`src/rtl/ov7670_pkg.sv`:
```
// Shared types and constants for the OV7670 DVP frame source: FSM state encoding,
// default frame geometry and RGB565 field positions.
package ov7670_pkg;

    typedef enum logic [2:0] {
        ST_IDLE   = 3'd0,
        ST_VSYNC  = 3'd1,
        ST_VBACK  = 3'd2,
        ST_ACTIVE = 3'd3,
        ST_VFRONT = 3'd4
    } dvp_state_e;

    localparam int DEF_X_MAX = 640;
    localparam int DEF_Y_MAX = 480;

    localparam int RGB_R_MSB = 15;
    localparam int RGB_R_LSB = 11;
    localparam int RGB_G_MSB = 10;
    localparam int RGB_G_LSB = 5;
    localparam int RGB_B_MSB = 4;
    localparam int RGB_B_LSB = 0;

    // High byte carries R and the top of G, low byte carries the rest of G and B.
    function automatic logic [7:0] rgb565_byte(input logic [15:0] pix, input logic lo_sel);
        logic [4:0] r;
        logic [5:0] g;
        logic [4:0] b;
        logic [7:0] res;
        r = pix[RGB_R_MSB:RGB_R_LSB];
        g = pix[RGB_G_MSB:RGB_G_LSB];
        b = pix[RGB_B_MSB:RGB_B_LSB];
        if (lo_sel) begin
            res = {g[2:0], b};
        end else begin
            res = {r, g[5:3]};
        end
        return res;
    endfunction

endpackage

```
`src/rtl/dvp_timing_gen.sv`:
```
// Line/frame timing for the DVP emulator: horizontal byte counter, per-state line
// counter and frame FSM, plus decoded strobes for the read/mux logic.
module dvp_timing_gen
    import ov7670_pkg::*;
#(
    parameter int X_MAX       = DEF_X_MAX,
    parameter int Y_MAX       = DEF_Y_MAX,
    parameter int H_BLANK     = 144,
    parameter int VSYNC_LINES = 3,
    parameter int V_BACK      = 17,
    parameter int V_FRONT     = 10
) (
    input  logic       pclk,
    input  logic       rst_n,
    input  logic       enable_i,
    output dvp_state_e state_o,
    output logic       line_active_o,
    output logic       rd_slot_o,
    output logic       byte_lo_o,
    output logic       frame_end_o
);

    localparam int LINE_LEN = 2 * X_MAX + H_BLANK;
    localparam int HW       = $clog2(LINE_LEN);
    localparam int VW       = 16;

    dvp_state_e      state_q, state_d, nxt_s;
    logic [HW-1:0]   h_q, h_d;
    logic [VW-1:0]   v_q, v_d;
    logic            line_active_q, line_active_d;
    logic            rd_slot_q, rd_slot_d;
    logic            byte_lo_q, byte_lo_d;
    logic            frame_end_q, frame_end_d;
    logic            line_end_s, last_line_s, wrap_s;

    function automatic logic [VW-1:0] lines_of(input dvp_state_e s);
        logic [VW-1:0] n;
        case (s)
            ST_VSYNC:  n = VW'(VSYNC_LINES);
            ST_VBACK:  n = VW'(V_BACK);
            ST_ACTIVE: n = VW'(Y_MAX);
            ST_VFRONT: n = VW'(V_FRONT);
            default:   n = {VW{1'b0}};
        endcase
        return n;
    endfunction

    function automatic dvp_state_e succ(input dvp_state_e s);
        dvp_state_e n;
        case (s)
            ST_VSYNC:  n = ST_VBACK;
            ST_VBACK:  n = ST_ACTIVE;
            ST_ACTIVE: n = ST_VFRONT;
            default:   n = ST_VSYNC;
        endcase
        return n;
    endfunction

    // Next state, counters and look-ahead strobes; IDLE starts as if leaving VFRONT.
    always_comb begin
        line_end_s  = (h_q == HW'(LINE_LEN - 1));
        last_line_s = (v_q == (lines_of(state_q) - VW'(1)));
        if (state_q == ST_IDLE) begin
            nxt_s = ST_VFRONT;
        end else begin
            nxt_s = state_q;
        end
        wrap_s = 1'b0;
        // Step once, then keep stepping past any state that owns zero lines.
        for (int i = 0; i < 5; i++) begin
            if ((i == 0) || (lines_of(nxt_s) == {VW{1'b0}})) begin
                if (nxt_s == ST_VFRONT) begin
                    wrap_s = 1'b1;
                end else begin
                    wrap_s = wrap_s;
                end
                nxt_s = succ(nxt_s);
            end else begin
                nxt_s = nxt_s;
            end
        end
        if (wrap_s && !enable_i) begin
            nxt_s = ST_IDLE;
        end else begin
            nxt_s = nxt_s;
        end

        state_d = state_q;
        h_d     = h_q;
        v_d     = v_q;
        if (state_q == ST_IDLE) begin
            h_d = {HW{1'b0}};
            v_d = {VW{1'b0}};
            if (enable_i) begin
                state_d = nxt_s;
            end else begin
                state_d = ST_IDLE;
            end
        end else if (line_end_s) begin
            h_d = {HW{1'b0}};
            if (last_line_s) begin
                v_d     = {VW{1'b0}};
                state_d = nxt_s;
            end else begin
                v_d = v_q + VW'(1);
            end
        end else begin
            h_d = h_q + HW'(1);
        end

        frame_end_d   = (state_q != ST_IDLE) && line_end_s && last_line_s && wrap_s;
        line_active_d = (state_d == ST_ACTIVE) && (h_d < HW'(2 * X_MAX));
        rd_slot_d     = line_active_d && !h_d[0];
        byte_lo_d     = line_active_d && h_d[0];
    end

    // Timing state register.
    always_ff @(posedge pclk or negedge rst_n) begin
        if (!rst_n) begin
            state_q       <= ST_IDLE;
            h_q           <= {HW{1'b0}};
            v_q           <= {VW{1'b0}};
            line_active_q <= 1'b0;
            rd_slot_q     <= 1'b0;
            byte_lo_q     <= 1'b0;
            frame_end_q   <= 1'b0;
        end else begin
            state_q       <= state_d;
            h_q           <= h_d;
            v_q           <= v_d;
            line_active_q <= line_active_d;
            rd_slot_q     <= rd_slot_d;
            byte_lo_q     <= byte_lo_d;
            frame_end_q   <= frame_end_d;
        end
    end

    assign state_o       = state_q;
    assign line_active_o = line_active_q;
    assign rd_slot_o     = rd_slot_q;
    assign byte_lo_o     = byte_lo_q;
    assign frame_end_o   = frame_end_q;

endmodule

```
`src/rtl/ov7670_frame_source.sv`:
```
// OV7670 DVP sensor emulator: replays an RGB565 frame from a synchronous-read pixel
// memory as vsync/href/8-bit data, high byte first, with a 2-stage output pipeline.
module ov7670_frame_source
    import ov7670_pkg::*;
#(
    parameter int X_MAX       = DEF_X_MAX,
    parameter int Y_MAX       = DEF_Y_MAX,
    parameter int H_BLANK     = 144,
    parameter int VSYNC_LINES = 3,
    parameter int V_BACK      = 17,
    parameter int V_FRONT     = 10,
    parameter int ADDR_W      = 19
) (
    input  logic              pclk,
    input  logic              rst_n,
    input  logic              enable,
    output logic              rd_en,
    output logic [ADDR_W-1:0] rd_addr,
    input  logic [15:0]       rd_data,
    output logic              vsync,
    output logic              href,
    output logic [7:0]        d,
    output logic              frame_done
);

    dvp_state_e        state_s;
    logic              line_active_s, rd_slot_s, byte_lo_s, frame_end_s;
    logic [ADDR_W-1:0] pix_idx_q, pix_idx_d;
    logic [15:0]       pix_q, pix_d;
    logic              s1_vs_q, s1_href_q, s1_lo_q, s1_fd_q;
    logic              vsync_q, href_q, fd_q;
    logic [7:0]        d_q, d_d;

    dvp_timing_gen #(
        .X_MAX       (X_MAX),
        .Y_MAX       (Y_MAX),
        .H_BLANK     (H_BLANK),
        .VSYNC_LINES (VSYNC_LINES),
        .V_BACK      (V_BACK),
        .V_FRONT     (V_FRONT)
    ) u_timing (
        .pclk          (pclk),
        .rst_n         (rst_n),
        .enable_i      (enable),
        .state_o       (state_s),
        .line_active_o (line_active_s),
        .rd_slot_o     (rd_slot_s),
        .byte_lo_o     (byte_lo_s),
        .frame_end_o   (frame_end_s)
    );

    // Pixel index, pixel latch and byte mux; the high byte comes straight from the
    // word being latched this cycle so it lines up with the 2-cycle output lag.
    always_comb begin
        pix_idx_d = pix_idx_q;
        if ((state_s == ST_IDLE) || frame_end_s) begin
            pix_idx_d = {ADDR_W{1'b0}};
        end else if (rd_slot_s) begin
            pix_idx_d = pix_idx_q + ADDR_W'(1);
        end else begin
            pix_idx_d = pix_idx_q;
        end

        if (byte_lo_s) begin
            pix_d = rd_data;
        end else begin
            pix_d = pix_q;
        end

        if (s1_href_q) begin
            d_d = rgb565_byte(pix_d, s1_lo_q);
        end else begin
            d_d = 8'h00;
        end
    end

    // Read address, pixel register and output pipeline stages.
    always_ff @(posedge pclk or negedge rst_n) begin
        if (!rst_n) begin
            pix_idx_q <= {ADDR_W{1'b0}};
            pix_q     <= 16'h0000;
            s1_vs_q   <= 1'b0;
            s1_href_q <= 1'b0;
            s1_lo_q   <= 1'b0;
            s1_fd_q   <= 1'b0;
            vsync_q   <= 1'b0;
            href_q    <= 1'b0;
            d_q       <= 8'h00;
            fd_q      <= 1'b0;
        end else begin
            pix_idx_q <= pix_idx_d;
            pix_q     <= pix_d;
            s1_vs_q   <= (state_s == ST_VSYNC);
            s1_href_q <= line_active_s;
            s1_lo_q   <= byte_lo_s;
            s1_fd_q   <= frame_end_s;
            vsync_q   <= s1_vs_q;
            href_q    <= s1_href_q;
            d_q       <= d_d;
            fd_q      <= s1_fd_q;
        end
    end

    assign rd_en      = rd_slot_s;
    assign rd_addr    = pix_idx_q;
    assign vsync      = vsync_q;
    assign href       = href_q;
    assign d          = d_q;
    assign frame_done = fd_q;

endmodule

```
`config.mk`:
```
export PLATFORM = sky130hd
export DESIGN_NAME = ov7670_frame_source
export DESIGN_NICKNAME = d
export VERILOG_FILES = /design/src/rtl/ov7670_pkg.sv /design/src/rtl/dvp_timing_gen.sv /design/src/rtl/ov7670_frame_source.sv
export SDC_FILE = /design/constraint.sdc
export NUM_CORES = 1
export LEC_CHECK = 0
export BUFFER_PORTS_ARGS = -buffer_cell sky130_fd_sc_hd__buf_4
export CAP_MARGIN = 20
export CORE_ASPECT_RATIO = 1.75
export CORE_UTILIZATION = 49
export DETAILED_ROUTE_END_ITERATION = 7
export PLACE_DENSITY = 0.67
export RECOVER_POWER = 25
export SYNTH_ARGS = -nofsm -noshare
export SYNTH_HDL_FRONTEND = slang
export SYNTH_HIERARCHICAL = 1
export SYNTH_SLANG_ARGS = --single-unit
```
`constraint.sdc`:
```
create_clock -name pclk -period 6.6 [get_ports pclk]
set_input_delay 1.32 -clock pclk [delete_from_list [all_inputs] [get_ports pclk]]
set_output_delay 1.32 -clock pclk [all_outputs]
set_load 0.02 [all_outputs]
```
==> key figures <==
Global route
  • GR Util All Layers: between 20% and 30%
  • Largest net degree at the start of global routing: 85
  • Overflow after GRT: 0
  • Vias in the first global route: 3,042
  • First-pass GRT wire length: 14,500 um
  • Initial antenna violation count: 0

Final layout
  • Layout cell share with drive strength beyond 1: 20.4%
  • P&R area growth vs syn: 16.5%
  • Inserted Diodes: 0
  • Filler cell count: 728
  • Fin nets: around 470
  • Post-Layout Cell Count: 560

Worst hold path
  • Hold Path End: vsync
  • Type of the worst min-delay path: flop to flop
  • Hold_sp: s1_vs_q
  • Depth of the worst hold-timing path: 0

Timing
  • Final setup skew: 0.00443 ns
  • Final-report hold violation count: 0
  • Setup violators final: 0
  • Slew Viols, Final: 0
  • F_max: roughly 280 MHz
  • Setup TNS: 0 ns
  • Crit share post-route: ~53%
  • Worst-Margin Slew: 0.789 ns
  • RSZ-0062 raised after global routing: false
  • Max_slew headroom: between 40 and 50%
  • Tmin final: 3.52 ns

Floorplan
  • Chip height: 125 um
  • Core area: 8310 um2
  • Die span in x: 72.1 um
  • Die area: 8980 um2
  • Initial core utilization: 50.6%
  • Core Rows: 44
  • IO Pins: 50

Detailed routing
  • Via count: about 3,100
  • Routed Antenna Nets: 0
  • Starting DRT DRC Count: 166
  • Router iterations before antenna repair: 5
  • Via-per-instance ratio: 5.46
  • Drt total wl: 8410 um
  • DRC: 0
  • Routed length per instance: 15.0 um

Yosys
  • Synth top area cells: dfrtp_1, nor2_1, xnor2_1
  • Simple-gate share of the synthesized area: between 20% and 30%
  • Compound-cell area share of the yosys netlist: 8.29%
  • Post-Synth XOR/XNOR Area: 8.32%
  • Post-synthesis cell area: 4210 um2
  • Top cell type's share of synthesized area: 49.9%
  • Largest family of logic cells by synthesized area: simple AND/OR/NAND/NOR gates
  • Multiplexer share of the synthesized area: about 5.2%
  • Synth Register Bits: 84
  • Count leader, synth: dfrtp_1
  • Async S/R FF share, synth: 100%
  • Post-synth EDFFs: 0
  • Area share of fa/ha/maj cells after synthesis: about 2.4%
  • Commonest cells post-synth: dfrtp_1, nor2_1, xnor2_1
  • Seq/Total Area, Yosys: 49.9%
  • Yosys warning total: 6
  • Syn avg cell area: 10.6 um2
  • Post-synth top area cell: dfrtp_1
  • Post-synth cell types: 54
  • Cells after synthesis: 398
  • Synth Flop Type: dfrtp_1
  • Syn_nets: 425

Flow run
  • Max cap viols: 0

Setup path
  • Critical Path AT: 3.74 ns
  • Crit Path Max Fanout: 13
  • Worst setup EP type: flop
  • Worst reg2reg path depth: 13
  • Critical path class: flop to flop
  • Critical Path RT: 6.82 ns
  • Critical-path cell list: xnor2_1 > nor2_1 > inv_1 > ha_1 > and3_1 > ha_1 > xor2_1 > nand4_1 > a311o_1 > nor4b_4 > nand3_2 > xnor2_1 > nor4b_1
  • Startpoint Class: flop
  • RR Endpoint: u_timing/byte_lo_o
  • R2R Setup Slk: just over 3 ns
  • Reg2reg start: u_timing/state_o[1]
  • Slowest stage cell, crit path: dfrtp_1
  • Max incr delay on CP: 0.60 ns

Place
  • Final GP Congestion: 0.858
  • DP HPWL: ~5900 um
  • I/O Buffers: 49
  • Cells after DPL: approximately 540

Clock network
  • H-tree depth: 3
  • Worst-case clock buffer depth: 2
  • Resize count post-CTS: 0
  • Clk Latency, worst-skew pair: between 0.3 and 0.4 ns
  • Clock Pin Slew Worst Setup and Hold Paths: about 0.060 ns
  • CTS sink count: 84
  • CTS Buf Count: 9
  • Post-CTS Hold Fix Bufs: 0
  • Root Driver: clkbuf_16
  • CTS tree: yes
  • Setup bufs post-CTS: 0

Power and ir drop
  • Total power: 1.03 mW
  • Pleak: 2.31 nW
  • Pwr dens: 209 nW/um2
  • Peak VDD IR: 155 uV

Run status
  • Outcome: finished clean
[worst max-delay path, delay by kind of cell (launching register included)]
family | cells | cell delay (ns)
buf+inv | 1 | 0.08
simple gates | 6 | 1.28
flops | 1 | 0.60
fa+ha+maj | 2 | 0.56
xor+xnor | 3 | 0.51
compound gates | 1 | 0.37
[metal layers]
metal	wire, um	GRT usage, %
met5	0	0
met1	3410	24.5
met2	4420	34.7
met4	294	10.6
met3	280	4.37
[cell type report]
type / count / area [um2] / share of cell area [%]
repair buffers: 50 / 392 / 7.99
clock buffers: 10 / 229 / 4.67
flip-flops and latches: 84 / 2100 / 42.9
well taps: 115 / 144 / 2.93
multi-input cells: 287 / 1940 / 39.6
clock inverters: 6 / 65.1 / 1.33
inverters: 8 / 30.0 / 0.612
[worst max-delay path by stage]
stage	from	endpoint	slack, ns	cells past startpoint
floorplan	u_timing/state_o[2]	u_timing/byte_lo_o	3.48	14
global placement	u_timing/state_o[0]	u_timing/v_q[9]	3.31	13
detailed placement	u_timing/state_o[1]	u_timing/v_q[7]	3.11	13
CTS	u_timing/state_o[1]	u_timing/byte_lo_o	3.10	13
global route	u_timing/state_o[0]	u_timing/byte_lo_o	2.70	13
finish	u_timing/state_o[1]	u_timing/byte_lo_o	3.08	13
[state kept, by name (all words and copies together), names as in the netlist]
name	cells
vsync	1
frame_done	1
u_timing/state_o	3
pix_q	16
u_timing/line_active_o	1
s1_fd_q	1
s1_href_q	1
s1_lo_q	1
d	8
rd_addr	19
s1_vs_q	1
u_timing/rd_slot_o	1
u_timing/h_q	11
href	1
u_timing/byte_lo_o	1
u_timing/frame_end_o	1
u_timing/v_q	16
[cells by family (layout without fill, tap and decap cells)]
family	after synthesis	in the layout
compound gates	52	52
xor+xnor	40	40
buf+inv	27	74
flops	84	84
mux	20	20
simple gates	167	167
fa+ha+maj	8	8
[power breakdown]
part | internal, mW | leakage (nW) | switching, mW | total, mW
Clock | 0.293 | 0.142 | 0.200 | 0.492
Combinational | 0.00806 | 1.03 | 0.0111 | 0.0192
Sequential | 0.515 | 1.14 | 0 | 0.515
[stage by stage]
| stage | hold slack (ns) | setup slack, ns | util (%) | instance area [um2] |
|---|---|---|---|---|
| 2_1_floorplan | 0.331 | 3.48 | - | 4210 |
| 5_1_grt | 0.367 | 2.70 | 59.0 | 4900 |
| 4_1_cts | 0.358 | 3.10 | 58.7 | 4880 |
| 6_report | 0.356 | 3.08 | 59.0 | 4900 |
| 3_5_place_dp | 0.342 | 3.11 | 55.2 | 4590 |
| 3_3_place_gp | 0.334 | 3.31 | 55.2 | 4590 |
[cell usage in the layout, fill, tap and decap left out, types with 8 or more instances in the layout]
cell       count
nand3_1       16
dfrtp_1       84
or3_1          8
xor2_1        17
buf_4         45
nor3b_1        9
clkbuf_16      9
a21oi_1       12
nand2_1       17
inv_1          8
o21ai_0       18
a22o_1         8
nand4_1        9
and3_1        13
xnor2_1       23
nor2_1        58
nor3_1         8
ha_1           8
mux2_2        14
(Power assumes the default switching activity.)
